<file path="src/rtl/dff_link_pkg.sv">
// rtl/dff_link_pkg.sv - framing constants shared by the serial link transmitter and receiver
package dff_link_pkg;

    typedef logic [2:0] link_state_t;

    localparam link_state_t ST_IDLE   = 3'd0;
    localparam link_state_t ST_START  = 3'd1;
    localparam link_state_t ST_DATA   = 3'd2;
    localparam link_state_t ST_PARITY = 3'd3;
    localparam link_state_t ST_STOP   = 3'd4;

    localparam logic LINE_IDLE   = 1'b1;
    localparam logic START_LEVEL = 1'b0;

endpackage

</file>
<file path="src/rtl/dff_word_serializer_if.sv">
// rtl/dff_word_serializer_if.sv - word handshake and serial line bundle for the word serializer
//
// data/valid : word offered by the parallel stage (master drives)
// ready      : serializer can take a word this cycle
// sout       : framed serial line, idles high
// busy       : a frame is in progress
// done       : one-cycle pulse in the final stop-bit cycle
interface dff_word_serializer_if #(
    parameter int WIDTH = 4
);
    logic [WIDTH-1:0] data;
    logic             valid;
    logic             ready;
    logic             sout;
    logic             busy;
    logic             done;

    modport master (
        output data, valid,
        input  ready, sout, busy, done
    );

    modport slave (
        input  data, valid,
        output ready, sout, busy, done
    );
endinterface

</file>
<file path="src/rtl/dff_word_serializer.sv">
// rtl/dff_word_serializer.sv - parallel word to framed serial line (start, data LSB first, optional even parity, stop)
//
// clk  : rising-edge clock
// rst  : asynchronous active-high reset; outputs return to idle at once
// link : slave side of dff_word_serializer_if (data/valid in; ready/sout/busy/done out)
//
// WIDTH     : word width, 1..32
// PARITY_EN : 1 inserts an even-parity bit after the data bits
module dff_word_serializer
    import dff_link_pkg::*;
#(
    parameter int WIDTH     = 4,
    parameter bit PARITY_EN = 1'b0
) (
    input  logic                  clk,
    input  logic                  rst,
    dff_word_serializer_if.slave  link
);

    localparam int CNT_W = $clog2(WIDTH + 1);
    localparam logic [CNT_W-1:0] CNT_LAST = CNT_W'(WIDTH - 1);

    link_state_t      state_q, state_d;
    logic [WIDTH-1:0] shift_q, shift_d;
    logic [CNT_W-1:0] cnt_q,   cnt_d;
    logic             par_q,   par_d;

    logic ready_int;
    logic accept;
    logic last_bit;

    // ready is a pure decode of the state flops, so it is glitch-free and
    // follows the asynchronous reset immediately.
    assign ready_int = (state_q == ST_IDLE) || (state_q == ST_STOP);
    assign accept    = link.valid && ready_int;
    assign last_bit  = (cnt_q == CNT_LAST);

    // State register and datapath flops
    always_ff @(posedge clk or posedge rst) begin
        if (rst) begin
            state_q <= ST_IDLE;
            shift_q <= '0;
            cnt_q   <= '0;
            par_q   <= 1'b0;
        end else begin
            state_q <= state_d;
            shift_q <= shift_d;
            cnt_q   <= cnt_d;
            par_q   <= par_d;
        end
    end

    // Next-state logic
    always_comb begin
        state_d = state_q;
        case (state_q)
            ST_IDLE:   if (accept) state_d = ST_START;
            ST_START:  state_d = ST_DATA;
            ST_DATA:   if (last_bit) state_d = PARITY_EN ? ST_PARITY : ST_STOP;
            ST_PARITY: state_d = ST_STOP;
            ST_STOP:   state_d = accept ? ST_START : ST_IDLE;
            default:   state_d = ST_IDLE;
        endcase
    end

    // Shift register, bit counter and parity capture. Parity is taken from
    // the word at the accept edge so later changes on data cannot leak in.
    always_comb begin
        shift_d = shift_q;
        cnt_d   = cnt_q;
        par_d   = par_q;
        if (accept) begin
            shift_d = link.data;
            par_d   = ^link.data;
            cnt_d   = '0;
        end else if (state_q == ST_START) begin
            cnt_d = '0;
        end else if (state_q == ST_DATA) begin
            shift_d = shift_q >> 1;
            cnt_d   = last_bit ? '0 : cnt_q + CNT_W'(1);
        end
    end

    // Output decode
    always_comb begin
        link.ready = ready_int;
        link.busy  = (state_q != ST_IDLE);
        link.done  = (state_q == ST_STOP);
        case (state_q)
            ST_START:  link.sout = START_LEVEL;
            ST_DATA:   link.sout = shift_q[0];
            ST_PARITY: link.sout = par_q;
            default:   link.sout = LINE_IDLE;
        endcase
    end

endmodule

</file>
<file path="src/flat_wrapper.sv">
// flat-port wrapper written by rule: the top's interface ports become plain ports
module dff_word_serializer_flat import dff_link_pkg::*;
#(
    parameter int WIDTH     = 4,
    parameter bit PARITY_EN = 1'b0
)
  (clk, rst, link_data, link_valid, link_ready, link_sout, link_busy, link_done);
  dff_word_serializer_if #(.WIDTH(WIDTH)) link_i ();
  input  logic clk;
  input  logic rst;
  input wire logic [$bits(link_i.data)-1:0] link_data;
  input wire logic [$bits(link_i.valid)-1:0] link_valid;
  output wire logic [$bits(link_i.ready)-1:0] link_ready;
  output wire logic [$bits(link_i.sout)-1:0] link_sout;
  output wire logic [$bits(link_i.busy)-1:0] link_busy;
  output wire logic [$bits(link_i.done)-1:0] link_done;
  assign link_i.data = link_data;
  assign link_i.valid = link_valid;
  assign link_ready = link_i.ready;
  assign link_sout = link_i.sout;
  assign link_busy = link_i.busy;
  assign link_done = link_i.done;
  dff_word_serializer #(.WIDTH(WIDTH), .PARITY_EN(PARITY_EN)) u_core (.clk(clk), .rst(rst), .link(link_i));
endmodule
</file>
<file path="config.mk">
export PLATFORM = sky130hd
export DESIGN_NAME = dff_word_serializer_flat
export DESIGN_NICKNAME = d
export VERILOG_FILES = /design/src/rtl/dff_link_pkg.sv /design/src/rtl/dff_word_serializer_if.sv /design/src/rtl/dff_word_serializer.sv /design/src/flat_wrapper.sv
export SDC_FILE = /design/constraint.sdc
export NUM_CORES = 1
export LEC_CHECK = 0
export BUFFER_PORTS_ARGS = -buffer_cell sky130_fd_sc_hd__buf_2
export CORE_MARGIN = 1.5
export CORE_UTILIZATION = 40
export CTS_CLUSTER_SIZE = 20
export DETAILED_ROUTE_END_ITERATION = 8
export PLACE_DENSITY_LB_ADDON = 0.08
export SYNTH_ARGS = -nofsm -noshare
export SYNTH_HDL_FRONTEND = slang
export SYNTH_SLANG_ARGS = --single-unit
</file>
<file path="constraint.sdc">
create_clock -name clk -period 2.5 [get_ports clk]
set_input_delay 0.125 -clock clk [delete_from_list [all_inputs] [get_ports clk]]
set_output_delay 0.125 -clock clk [all_outputs]
set_load 0.05 [all_outputs]
</file>
==> results.yml <==
logic_synthesis:
  yosysWarnings: 0
  synthesis.nets: 68
  ys_types: 27
  synth_common_cells: "11 x dfrtp_1, 6 x a21oi_1, 5 x inv_1"
  synthCells: 60
  synth_area_leaders: "dfrtp_1 46%, a21oi_1 5.1%, o22a_1 4.4%"
  synth_top_cell_by_area: "dfrtp_1"
  synth_flop_cell: "dfrtp_1"
  synth-edff-count: 0
  yosysTopAreaCellShare: 0.4632
  async_flop_share: 1.000
  synth_seq_cells: 11
  syn_area_per_cell_um2: 9.905
  syn_area_um2: 594.3
  synth_most_common_cell: "dfrtp_1"
  seq_area_frac_synth: 0.4632
clock_tree:
  cts_htree_levels: 1
  cts_setup_buffers: 0
  clk_pin_slew_worst_paths_ns: 0.07
  clk_latency_ns: 0.27
  cts_buffer_depth: 2
  cts_made_buffers: 3
  cts_tree: "yes"
  clockRootBuffer: "clkbuf_4"
  cts_sinks: 11
setup_path:
  cp-end-kind: "output port"
  critPathTopFamily: "flip-flops"
  worstSetupPathType: "reg2out"
  crit_buf_inv: 1
  cp_max_fo: 16
  arrival_ns: 1.46
  cp_slowest_cell: "dfrtp_1"
  critPathMaxStageDelay_ns: 0.53
  required_ns: 2.38
  path_cells: "nor2_1 > and2_1 > buf_2"
  cp-start-kind: "flip-flop"
global_routing:
  grt_start_max_net_pins: 17
  grt_pass1_vias: 422
  antenna_found_initial: 0
  overflow: 0
  grt_pass1_wl_um: 1814
  track_usage: 0.1405
hold_path:
  hold_class: "in2reg"
finish:
  nets: 81
  area_delta_synth_final_pct: 13.68
  diodes: 0
  drive_gt1_frac: 0.2083
sta:
  hold_violations: 0
  rsz0062_at_grt: "false"
  worstMarginPinSlew_ns: 0.4278
  finalSetupViolations: 0
  clock-skew-final_ns: 0.0009380
  slew_headroom: 0.7148
  fin_crit_ns: 1.589
  holdWs_ns: 0.1590
  tns_ns: 0
  slew_viol_final: 0
  fin_crit_sh: 0.6354
  max_freq_mhz: 629.5
drt:
  wl_met3_um: 37
  m1WireLength_um: 510
  highest_layer: "met4"
  wl_per_cell_um: 11.64
  drtIter0Drc: 5
  first_pass_iters: 4
  vias: 472
  wl_met2_um: 432
  route.antenna.remaining_nets: 0
  drt-total-wl_um: 1013
  drc_errors: 0
  viasPerCell: 5.425
floorplan:
  fp.dieArea_um2: 1726
  initial_utilization: 0.4402
  die_y_um: 41.55
  io-pin-count: 11
  rows: 13
  coreArea_um2: 1350
  die_w_um: 41.55
job:
  maxCapViolations: 0
place:
  place_hpwl_um: 743.6
  portBuffers: 10
  place_congestion: 0.7101
run_status:
  status: "completed"
power_and_ir_drop:
  pwr_density_cell_nw_per_um2: 1259
  ir_drop_mv: 0.4965
  total_power_mw: 0.8505
  p_leak_nw: 0.3111
[metal layers]
metal	global-route usage	vias up
met5	0	-
li1	-	236
met2	0.2000	9
met4	0.09677	0
met1	0.1828	222
met3	0.03913	5
[cells in the final DEF (no fill, tap or decap), types with 3 or more instances in the layout]
cell type | Yosys | layout
dfrtp_1 | 11 | 11
nand2b_1 | 3 | 3
inv_1 | 5 | 5
a21oi_1 | 6 | 6
nor2_1 | 3 | 3
o22ai_1 | 3 | 3
o22a_1 | 3 | 3
buf_2 | 1 | 10
xnor2_1 | 3 | 3
clkbuf_4 | 0 | 3
[sequential cells by signal, summed over array words and instances, names as in the netlist]
name,cells
u_core.state_q,3
u_core.shift_q,4
u_core.cnt_q,3
u_core.par_q,1
[timing repair]
action,CTS,global route
endpoints found under the setup margin,0,0
hold endpoints to repair,11,0
gates resized for setup,0,0
hold buffers,1,0
[final timing paths]
kind / to / slack, ns / from / cells past startpoint
max in group asynchronous: u_core.cnt_q[2]$_DFFE_PP0P_ / 1.83 / rst / 3
min: u_core.state_q[0]$_DFFE_PP0P_ / 0.16 / link_valid / 2
max reg2reg: u_core.cnt_q[1]$_DFFE_PP0P_ / 1.07 / u_core.state_q[0]$_DFFE_PP0P_ / 2
max: link_done / 0.91 / u_core.state_q[0]$_DFFE_PP0P_ / 3
min in group asynchronous: u_core.state_q[0]$_DFFE_PP0P_ / 0.38 / rst / 3
min reg2reg: u_core.cnt_q[2]$_DFFE_PP0P_ / 0.51 / u_core.cnt_q[2]$_DFFE_PP0P_ / 2
[kinds of logic (layout without fill, tap and decap cells)]
| kind of cell | count (synthesis) | in the layout | synth area share |
|---|---|---|---|
| AOI/OAI and AO/OA | 20 | 20 | 0.2337 |
| xor gates and xnor gates | 3 | 3 | 0.04422 |
| adders and majority gates | 1 | 1 | 0.02105 |
| buffers and inverters | 8 | 20 | 0.07158 |
| DFF | 11 | 11 | 0.4632 |
| and+or+nand+nor | 17 | 17 | 0.1663 |
[where the power goes]
group          internal, mW  total, mW  switching (mW)
logic                 0.165      0.412           0.247
clock network        0.0619      0.122          0.0602
registers             0.247      0.316          0.0692
total                 0.474      0.851           0.377
[stage by stage]
step                cells  instance area [um2]  utilization  worst slack (ns)
floorplan              60                594.3            -            0.6169
global placement       82                639.4       0.4736             1.093
detailed placement     82                639.4       0.4736             1.076
CTS                    87                675.6       0.5005            0.8983
global route           87                675.6       0.5005            0.7821
finish                 87                675.6       0.5005            0.9115
[area by class of cell]
cell class,count,area (um2)
Tap cell,15,18.77
Fill cell,131,674.4
Clock buffer,4,26.28
Timing Repair Buffer,11,60.06
Multi-Input combinational cell,41,276.5
Sequential cell,11,275.3
Inverter,5,18.77
(Power assumes the default switching activity.)
